### config.mk
export PLATFORM = sky130hd
export DESIGN_NAME = id_ex_pipe
export DESIGN_NICKNAME = d
export VERILOG_FILES = /design/src/rtl/pipe_pkg.sv /design/src/rtl/pipe_skid_buf.sv /design/src/rtl/id_ex_pipe.sv
export SDC_FILE = /design/constraint.sdc
export NUM_CORES = 1
export LEC_CHECK = 0
export ABC_AREA = 1
export BUFFER_PORTS_ARGS = -buffer_cell sky130_fd_sc_hd__buf_2
export CAP_MARGIN = 5
export CORE_UTILIZATION = 54
export DETAILED_ROUTE_END_ITERATION = 10
export PLACE_DENSITY = 0.79
export SYNTH_ARGS = -nofsm -noshare
export SYNTH_HDL_FRONTEND = slang
export SYNTH_SLANG_ARGS = --single-unit
### constraint.sdc
create_clock -name clk -period 21.7 [get_ports clk]
set_input_delay 3.255 -clock clk [delete_from_list [all_inputs] [get_ports clk]]
set_output_delay 3.255 -clock clk [all_outputs]
set_load 0.01 [all_outputs]
### src/rtl/pipe_pkg.sv
// Shared widths, payload layout and NOP encodings for the ID/EX pipeline register.
package pipe_pkg;
  localparam int DEF_DATA_W = 32;
  localparam int DEF_REG_W  = 5;
  localparam int DEF_EX_W   = 5;
  localparam int DEF_MEM_W  = 2;
  localparam int DEF_WB_W   = 2;
  localparam int DEF_CNT_W  = 16;

  // A bubble carries all-zero control, so downstream sees no side effects.
  localparam logic [DEF_EX_W-1:0]  EX_NOP  = '0;
  localparam logic [DEF_MEM_W-1:0] MEM_NOP = '0;
  localparam logic [DEF_WB_W-1:0]  WB_NOP  = '0;

  // Control fields sit at the top so a bubble clear is one contiguous mask.
  typedef struct packed {
    logic [DEF_EX_W-1:0]   ex;
    logic [DEF_MEM_W-1:0]  mem;
    logic [DEF_WB_W-1:0]   wb;
    logic [DEF_REG_W-1:0]  rs;
    logic [DEF_REG_W-1:0]  rt;
    logic [DEF_REG_W-1:0]  rd;
    logic [DEF_DATA_W-1:0] rd1;
    logic [DEF_DATA_W-1:0] rd2;
    logic [DEF_DATA_W-1:0] imm;
  } id_ex_payload_t;

  localparam int PAYLOAD_W = $bits(id_ex_payload_t);
endpackage

### src/rtl/pipe_skid_buf.sv
// Two-slot (main + skid) pipeline register with registered ready and flush.
// Bits set in CLR_MASK are zeroed whenever main is loaded empty; other bits hold.
module pipe_skid_buf #(
  parameter int           W        = 8,
  parameter logic [W-1:0] CLR_MASK = '0
) (
  input  logic         clk,
  input  logic         reset,
  input  logic         flush,
  input  logic         in_valid,
  output logic         in_ready,
  input  logic [W-1:0] in_data,
  output logic         out_valid,
  input  logic         out_ready,
  output logic [W-1:0] out_data
);
  logic         main_valid, skid_valid;
  logic [W-1:0] main_data, skid_data;
  logic         accept, advance;

  // Ready depends only on a flop, so decode never sees a combinational path from execute.
  assign in_ready  = !skid_valid;
  assign accept    = in_valid && in_ready && !flush;
  assign advance   = !main_valid || out_ready;
  assign out_valid = main_valid;
  assign out_data  = main_data;

  // Slot update: flush beats everything, skid drains into main before new input.
  always_ff @(posedge clk or posedge reset) begin
    if (reset) begin
      main_valid <= 1'b0;
      skid_valid <= 1'b0;
      main_data  <= '0;
      skid_data  <= '0;
    end else if (flush) begin
      main_valid <= 1'b0;
      skid_valid <= 1'b0;
      main_data  <= main_data & ~CLR_MASK;
    end else if (advance) begin
      if (skid_valid) begin
        main_valid <= 1'b1;
        main_data  <= skid_data;
        skid_valid <= accept;
        if (accept) skid_data <= in_data;
      end else if (accept) begin
        main_valid <= 1'b1;
        main_data  <= in_data;
      end else begin
        main_valid <= 1'b0;
        main_data  <= main_data & ~CLR_MASK;
      end
    end else if (accept) begin
      skid_valid <= 1'b1;
      skid_data  <= in_data;
    end
  end
endmodule

### src/rtl/id_ex_pipe.sv
// ID/EX stage register: skid-buffered payload, NOP control on bubbles,
// saturating stall and bubble counters.
module id_ex_pipe
  import pipe_pkg::*;
#(
  parameter int DATA_W = DEF_DATA_W,
  parameter int REG_W  = DEF_REG_W,
  parameter int EX_W   = DEF_EX_W,
  parameter int MEM_W  = DEF_MEM_W,
  parameter int WB_W   = DEF_WB_W,
  parameter int CNT_W  = DEF_CNT_W
) (
  input  logic              clk,
  input  logic              reset,
  input  logic              flush_E,
  input  logic              in_valid_D,
  output logic              in_ready_D,
  input  logic [EX_W-1:0]   EX_D,
  input  logic [MEM_W-1:0]  MEM_D,
  input  logic [WB_W-1:0]   WB_D,
  input  logic [REG_W-1:0]  Rs_D,
  input  logic [REG_W-1:0]  Rt_D,
  input  logic [REG_W-1:0]  Rd_D,
  input  logic [DATA_W-1:0] RD1_D,
  input  logic [DATA_W-1:0] RD2_D,
  input  logic [DATA_W-1:0] SignImm_D,
  output logic              out_valid_E,
  input  logic              out_ready_E,
  output logic [EX_W-1:0]   EX_E,
  output logic [MEM_W-1:0]  MEM_E,
  output logic [WB_W-1:0]   WB_E,
  output logic [REG_W-1:0]  Rs_E,
  output logic [REG_W-1:0]  Rt_E,
  output logic [REG_W-1:0]  Rd_E,
  output logic [DATA_W-1:0] RD1_E,
  output logic [DATA_W-1:0] RD2_E,
  output logic [DATA_W-1:0] SignImm_E,
  output logic [CNT_W-1:0]  stall_cnt,
  output logic [CNT_W-1:0]  bubble_cnt
);
  localparam int CTL_W = EX_W + MEM_W + WB_W;
  localparam int PAY_W = CTL_W + 3*REG_W + 3*DATA_W;
  // Only the control fields are forced to NOP; operands keep their last value.
  localparam logic [PAY_W-1:0] CTL_MASK = {{CTL_W{1'b1}}, {(PAY_W-CTL_W){1'b0}}};

  logic [PAY_W-1:0] pay_d, pay_e;

  assign pay_d = {EX_D, MEM_D, WB_D, Rs_D, Rt_D, Rd_D, RD1_D, RD2_D, SignImm_D};
  assign {EX_E, MEM_E, WB_E, Rs_E, Rt_E, Rd_E, RD1_E, RD2_E, SignImm_E} = pay_e;

  pipe_skid_buf #(.W(PAY_W), .CLR_MASK(CTL_MASK)) u_buf (
    .clk       (clk),
    .reset     (reset),
    .flush     (flush_E),
    .in_valid  (in_valid_D),
    .in_ready  (in_ready_D),
    .in_data   (pay_d),
    .out_valid (out_valid_E),
    .out_ready (out_ready_E),
    .out_data  (pay_e)
  );

  // Performance counters stick at all-ones rather than wrapping.
  always_ff @(posedge clk or posedge reset) begin
    if (reset) begin
      stall_cnt  <= '0;
      bubble_cnt <= '0;
    end else begin
      if (out_valid_E && !out_ready_E && (stall_cnt != '1)) stall_cnt <= stall_cnt + 1'b1;
      if (!out_valid_E && (bubble_cnt != '1)) bubble_cnt <= bubble_cnt + 1'b1;
    end
  end
endmodule

Yosys cells after proc, flatten, opt, wreduce, memory -nomap -nowiden

Index checks and enable logic that the tools add are counted.

Input port bits: 125
Register bits: 274
Logic and storage cells: 43
Output and inout port bits: 154

Bitwise gates (word level): 1
Add/subtract/negate cells: 2
Mux-type cells: 15
Reductions and logical operators: 15
Eq/ne operators: 3

Operators with widths:

| kind                                                                    | number |
|---|---|
| 120-bit two-way mux                                                     | 7 |
| 16-bit by 1-bit adder with 16-bit output, second input constant         | 2 |
| 16-bit inequality test, second input constant                           | 2 |
| 1-bit two-way mux                                                       | 8 |
| 1-bit logical AND                                                       | 5 |
| 1-bit zero test                                                         | 4 |
| 2-bit nonzero test                                                      | 2 |
| 3-bit AND reduction                                                     | 1 |
| 3-bit nonzero test                                                      | 1 |
| 2-bit by 1-bit inequality test with 1-bit output, second input constant | 1 |
| 2-bit AND reduction                                                     | 1 |
| 1-bit logical OR                                                        | 1 |
| 1-bit inverter                                                          | 1 |

Logic depth before layout (Yosys ltp)

Gate-level depths: netlist of the first run.

Word-level depth: 7
Mapped depth: 10

Hierarchy

From an unflattened synthesis of the first run, not the netlist that was laid out.

Cell total of the unflattened synthesis: 1729
Area, all modules: 12784.8 um^2

Modules (own cells, without submodules):

| module        | area each (um^2) | sequential area each (um^2) | cells each | instances |
|---|---|---|---|---|
| pipe_skid_buf | 10780.3          | 6055.8                      | 1433       | 1 |
| id_ex_pipe    | 2004.4           | 800.8                       | 296        | 1 |

Worst setup path after synthesis of the first run

No wires, ideal clock.

Kind: in2reg
Start point: input port out_ready_E
End point: register u_buf.skid_data[102]
Stages: 7
Data required time: 21.568 ns
Data arrival time: 4.103 ns
Setup time: 0.132 ns
Path slack: 17.465 ns
Path through: nor2_4 buf_4 nand4_4 buf_2 clkbuf_1 nand2_1 o21ai_0

Longest elaborated chain between the ends: 3
Elaborated cells on any way between the ends: 4

RTL lines:

| item                                                       | line                | RTL |
|---|---|---|
| start: declaration                                         | id_ex_pipe.sv:28    | `input logic out_ready_E,` |
| 1-bit logical OR *                                         | pipe_skid_buf.sv:24 | `assign advance = !main_valid \|\| out_ready;` |
| 2-bit by 1-bit inequality test with 1-bit output (no line) | -                   |  |
| 2-bit AND reduction (no line)                              | -                   |  |
| end signal: assignment                                     | pipe_skid_buf.sv:44 | `if (accept) skid_data <= in_data;` |
| end signal: assignment                                     | pipe_skid_buf.sv:54 | `skid_data <= in_data;` |
| end: declaration                                           | pipe_skid_buf.sv:18 | `logic [W-1:0] main_data, skid_data;` |

Every way passes the cells marked *; elsewhere a longest branch is shown, timed or not.
A chain may end at the register's enable or synchronous reset.

Final worst setup path of the first run

Start point: input port flush_E
End point: register u_buf.skid_data[117]

Longest elaborated chain between the ends: 5
Elaborated cells on any way between the ends: 7

RTL lines:

| item                             | line                | RTL |
|---|---|---|
| start: declaration               | id_ex_pipe.sv:15    | `input logic flush_E,` |
| 1-bit zero test                  | pipe_skid_buf.sv:23 | `assign accept = in_valid && in_ready && !flush;` |
| 1-bit logical AND                | pipe_skid_buf.sv:23 |  |
| 120-bit two-way mux (3 in a row) | -                   |  |

Several ways; a longest one is shown, not always the timed one. The select of a mux whose other input is x is not followed.

==> results of run 1 <==
-- flip-flops by register name (all words and copies together) (netlist names) --
signal	flops
u_buf.out_valid	1
u_buf.skid_valid	1
stall_cnt	16
u_buf.skid_data	120
u_buf.out_data	120
bubble_cnt	16
-- layer usage --
layer  vias up  share of wire (%)
li1       5360                  -
met5         -                  0
met4         0                3.4
met2       349                 46
met1      4976                 44
met3        65                6.4
-- logic make-up (layout without fill, tap and decap cells) --
logic type,count (synthesis),count (layout)
simple gates,798,798
other cells,0,4
xor+xnor,12,12
compound gates,257,257
flops,274,274
buf+inv,237,491
fa+ha+maj,2,2
-- worst min-delay path: stages (launching register included) --
cell and delay [ps]:
dfrtp_1 330, nand2_1 50, nand2_1 50
-- final cells by class --
| class | instances | area share (%) |
|---|---|---|
| antenna | 4 | 0.06735 |
| timing repair buffer | 287 | 9.816 |
| clock buffer | 37 | 5.354 |
| sequential | 274 | 46.16 |
| inverter | 154 | 3.948 |
| tap | 280 | 2.357 |
| multi-input combinational | 1069 | 30.64 |
| clock inverter | 13 | 1.659 |
-- where the power goes --
group | switching [W] | internal [W]
Clock | 0.000201 | 0.000340
Combinational | 0.000113 | 0.0000738
Sequential | 0.0000568 | 0.000597
Total | 0.000371 | 0.00101
-- path summary, 6_finish.rpt --
| path | start | end | slack (ps) | cells after the start |
|---|---|---|---|---|
| worst max-delay path | flush_E | u_buf.skid_data[117] | 16170 | 6 |
| min in group asynchronous | reset | u_buf.out_data[41] | 2880 | 2 |
| worst min-delay path | u_buf.out_data[100] | u_buf.out_data[100] | 470 | 2 |
| worst max register to register | u_buf.skid_valid | u_buf.skid_data[117] | 18370 | 5 |
| worst min register to register | u_buf.out_data[100] | u_buf.out_data[100] | 470 | 2 |
| max in group asynchronous | reset | u_buf.skid_valid | 17180 | 3 |
-- per-stage QoR --
stage	total power (W)	instances	cell area, µm²	utilization, %
finish	0.001382	2118	14860	67.27
floorplan	0.0007720	1580	12340	-
global placement	0.0008383	2064	13810	62.50
CTS	0.001394	2114	14850	67.22
global route	0.001449	2118	14860	67.27
detailed placement	0.0008493	2064	13810	62.50
-- cell usage after synthesis (all sizes together) --
master / n
nand2: 710
dfrtp: 274
o21ai: 255
inv: 153
clkbuf: 52
nand3: 37
nor2: 35
buf: 31
nand4: 16
xnor2: 10
ha: 2
xor2: 2
a211oi: 1
a21oi: 1
clkinv: 1
-- layout by cell type, fill, tap and decap left out, drive strengths merged, types with 2 or more instances in the layout --
master  instances
xnor2          10
inv           153
bufinv          7
o21ai         255
nor2           35
nand4          16
clkinv          6
ha              2
clkbuf         37
dfrtp         274
xor2            2
nand2         710
nand3          37
diode           4
buf           287
==> flow_summary.yaml, run 1 <==
status:
  status: "finished clean"
finish:
  fin_nets: 1942
  fillers: 1857
  multi_input_area_mm2: 0.004553
  layout.area.seq_mm2: 0.006860
  drive_gt1_share_pct: 18.81
  area_growth_pct: 20.39
place:
  hpwl_mm: 19.04
  port_buffers: 278
  gp_congestion: 0.8572
  pre_cts_ws_ps: 15660
logic_synthesis:
  synth_xor_area_share_pct: 0.8514
  synthTopCellsByArea: "dfrtp_1, nand2_1, o21ai_0, inv_1, clkbuf_1"
  synth_cells: 1580
  ys_warn_count: 0
  synth-simple-area-share_pct: 25.19
  synth_compound_area_share_pct: 10.48
  syn-num-nets: 1707
  synth_mux_area_share_pct: 0
  syn_area_mm2: 0.01234
  synth.top_cell.area_share_pct: 55.54
  ys_types: 23
  yosysSeqAreaShare_pct: 55.54
  synth_top_family_by_area: "simple AND/OR/NAND/NOR gates"
  yosysTopAreaCell: "dfrtp_1"
  syn_area_per_cell_um2: 7.813
  synthAdderAreaFrac_pct: 0.2027
  ys_ff_latch: 274
global_route:
  gr-usage-met2_pct: 41.05
  grt_pass1_vias: 10350
  grt_overflow: 0
  grt_pass1_wl_mm: 50.47
  grt_antenna_before_repair: 4
  grt_max_degree: 133
  use_met1_pct: 36.64
  grt_usage_pct: 26.05
  grt.busiest_layer: "met2"
  gr-usage-met3_pct: 3.743
power_and_ir_drop:
  leakagePower_nw: 8.242
  p_per_area_mw_per_mm2: 93.01
  ir_drop_mv: 0.05422
clock_tree:
  cts_setup_buffers: 0
  cts-htree-levels: 1
  cts_tree: "done"
  numCtsBuffers: 29
  cts_buffer_depth: 3
  clock_latency_ps: 530
  clk_pin_slew_ps: 60
  holdBufCountCts: 0
  cts_sinks: 274
  root_buffer: "clkbuf_16"
  cts_resized: 0
setup_path:
  cp_top_family: "buffers and inverters"
  crit_chain: "buf_2 > inv_1 > nand4_4 > buf_4 > buf_4 > o21ai_0"
  crit_arrival_ps: 5880
  cpMostUsedCell: "buf_4"
  crit_path_max_incr_delay_ps: 980
  cpMaxStageDelayCell: "buf_4"
  path_class: "input pin to register"
  critPathLaunchType: "input pin"
  cp-end-kind: "register"
  path_buf_inv: 4
  worst_ep_required_time_ps: 22050
  cp_max_fo: 132
floorplanning:
  fp-row-count: 54
  core-area_mm2: 0.02209
  die_h_um: 153.2
  die_width_um: 153.2
  io_pins: 279
  die_area_mm2: 0.02347
  start_util_pct: 55.87
sta:
  hold_ws_ps: 465.2
  setup_ws_ps: 16170
  min_period_over_period_pct: 25.49
  period_needed_ps: 5531
  rsz0062_at_grt: "no"
  finalSetupViolCount: 0
  hold_viol: 0
  tightest_slew_ps: 1146
  timing.fmax_ghz: 0.1808
  fin_setup_tns_ps: 0
  skew_ps: 7.171
  slew_headroom_pct: 23.61
  drv_slew: 0
job:
  maxCapViolCount: 0
routing:
  ant_nets: 0
  drc: 0
  vias_per_cell: 5.076
  vias: 10750
  first_pass_iters: 6
  drt_wl_total_mm: 30.10
  wl_per_cell_um: 14.21
  drt-initial-drc-count: 742
hold_path:
  hold_path_class: "register to register"
Note: power is estimated with default switching activity, not from simulation.
==> run 2: changes to the inputs <==
CORE_UTILIZATION = 49   (was 54)
PLACE_DENSITY = 0.75   (was 0.79)
clock period = 4.8 ns   (was 21.7 ns; I/O delays follow)
==> run 2 against run 1 <==
Effect of this change: power grew to 4.4 times the previous value; highest routed layer is now met5; clock skew grew 9.3 ps; combinational power grew to 4.5 times the previous value; global-route usage shrank 2.6 points; critical path type is now register to register; core utilization shrank 6.5 points.
==> flow_summary.yaml, run 2 (synthesized netlist as in run 1, its figures left out) <==
sta:
  drv_slew: 0
  timing.fmax_ghz: 0.2954
  setup_ws_ps: 1415
  tightest_slew_ps: 1072
  min_period_over_period_pct: 70.52
  rsz0062_at_grt: "no"
  hold_viol: 0
  period_needed_ps: 3385
  slew_headroom_pct: 28.55
  fin_setup_tns_ps: 0
  skew_ps: 16.47
  finalSetupViolCount: 0
finish:
  diodes: 0
  utilization_pct: 60.76
  layout_common_cells: "nand2_1, buf_2, dfrtp_1"
  fillers: 2159
  final_cells: 2163
  drive_gt1_share_pct: 18.98
  area_growth_pct: 20.76
  mostFrequentLayoutCell: "nand2_1"
  fin_nets: 1945
power_and_ir_drop:
  ir_drop_mv: 0.2975
  leakagePower_nw: 8.242
  total_power_w: 0.006142
  p_per_area_mw_per_mm2: 412.0
clock_tree:
  cts_resized: 0
  root_buffer: "clkbuf_16"
  clk_pin_slew_ps: 60
  cts_buffer_depth: 3
  cts_sinks: 274
  cts_tree: "done"
  cts-htree-levels: 1
  cts_setup_buffers: 0
  numCtsBuffers: 30
  holdBufCountCts: 0
  clock_latency_ps: 550
global_route:
  grt_max_degree: 149
  grt_usage_pct: 23.45
  grt_antenna_before_repair: 1
  grt_pass1_vias: 10240
  grt_pass1_wl_mm: 50.17
  grt_overflow: 0
routing:
  vias_per_cell: 5.033
  vias: 10890
  wl_per_cell_um: 13.96
  drc: 0
  first_pass_iters: 5
  drt-initial-drc-count: 763
  drt_wl_total_mm: 30.19
  ant_nets: 0
status:
  status: "finished clean"
floorplanning:
  io_pins: 279
  start_util_pct: 50.32
  core-area_mm2: 0.02453
  fp-row-count: 57
  die_h_um: 160.7
  die_width_um: 160.7
  die_area_mm2: 0.02583
setup_path:
  path_class: "register to register"
  cpMostUsedCell: "buf_4"
  crit_arrival_ps: 3750
  ff2ff_setup_slack_ps: 1410
  crit_path_max_incr_delay_ps: 900
  cp_max_fo: 124
  crit_chain: "inv_2 > nand4_4 > buf_4 > buf_4 > o21ai_0"
  cp-end-kind: "register"
  cpMaxStageDelayCell: "buf_4"
  worst_ep_required_time_ps: 5170
  critPathLaunchType: "register"
place:
  port_buffers: 278
  pre_cts_ws_ps: 1280
  hpwl_mm: 19.45
  gp_congestion: 0.8466
  dp.cells: 2110
hold_path:
  hold_path_class: "input pin to async pin"
job:
  maxCapViolCount: 0
-- run 2: cell count changes in the layout (fill, tap and decap cells not counted), sizes merged --
cell      change
buf           +2
diode         -4
clkbuf        +1
clkinvlp      +1
inv           -1
clkinv        +5
bufinv        -3
-- run 2: per-stage QoR --
step	hold slack [ps]	instance area, µm²
finish	210.4	14910
global route	216.9	14910
CTS	199.7	14910
detailed placement	453.1	13900
global placement	449.2	13900
floorplan	452.9	12350
-- run 2: final timing paths --
kind | startpoint | to | cells past startpoint
min in group clk | Rd_D[0] | u_buf.skid_data[96] | 3
setup reg to reg | u_buf.skid_valid | u_buf.skid_data[117] | 5
setup / recovery | u_buf.skid_valid | u_buf.skid_data[117] | 5
hold / removal | reset | bubble_cnt[5] | 2
max in group asynchronous | reset | u_buf.skid_data[6] | 3
hold reg to reg | u_buf.out_data[107] | u_buf.out_data[107] | 2
-- run 2: report_power, final --
group	leakage (nW)	switching, W	internal (W)
logic	4.15	0.000513	0.000337
clock network	0.498	0.000930	0.00141
registers	3.59	0.000255	0.00270
-- run 2: final cells by class --
| type | count | area, µm² | area share (%) |
|---|---|---|---|
| Sequential cell | 274 | 6860 | 46.02 |
| Clock buffer | 38 | 810.8 | 5.439 |
| Clock inverter | 15 | 195.2 | 1.309 |
| Inverter | 154 | 583.1 | 3.911 |
| Multi-Input combinational cell | 1069 | 4553 | 30.54 |
| Timing Repair Buffer | 289 | 1499 | 10.06 |
| Tap cell | 324 | 405.4 | 2.719 |
-- run 2: worst max-delay path: cells and delay by family, from the launching register on --
kind / cells / cell delay (ps)
AO/OA/AOI/OAI: 1 / 210
flip-flops: 1 / 780
AND/OR/NAND/NOR: 1 / 130
buffers and inverters: 3 / 1900
-- run 2: layer usage --
layer	vias up	GRT usage, %	wire (µm)
met5	-	0	10
met2	337	38.06	14120
met1	5136	32.60	13490
met3	57	3.590	1745
li1	5354	-	-
met4	2	7.161	830
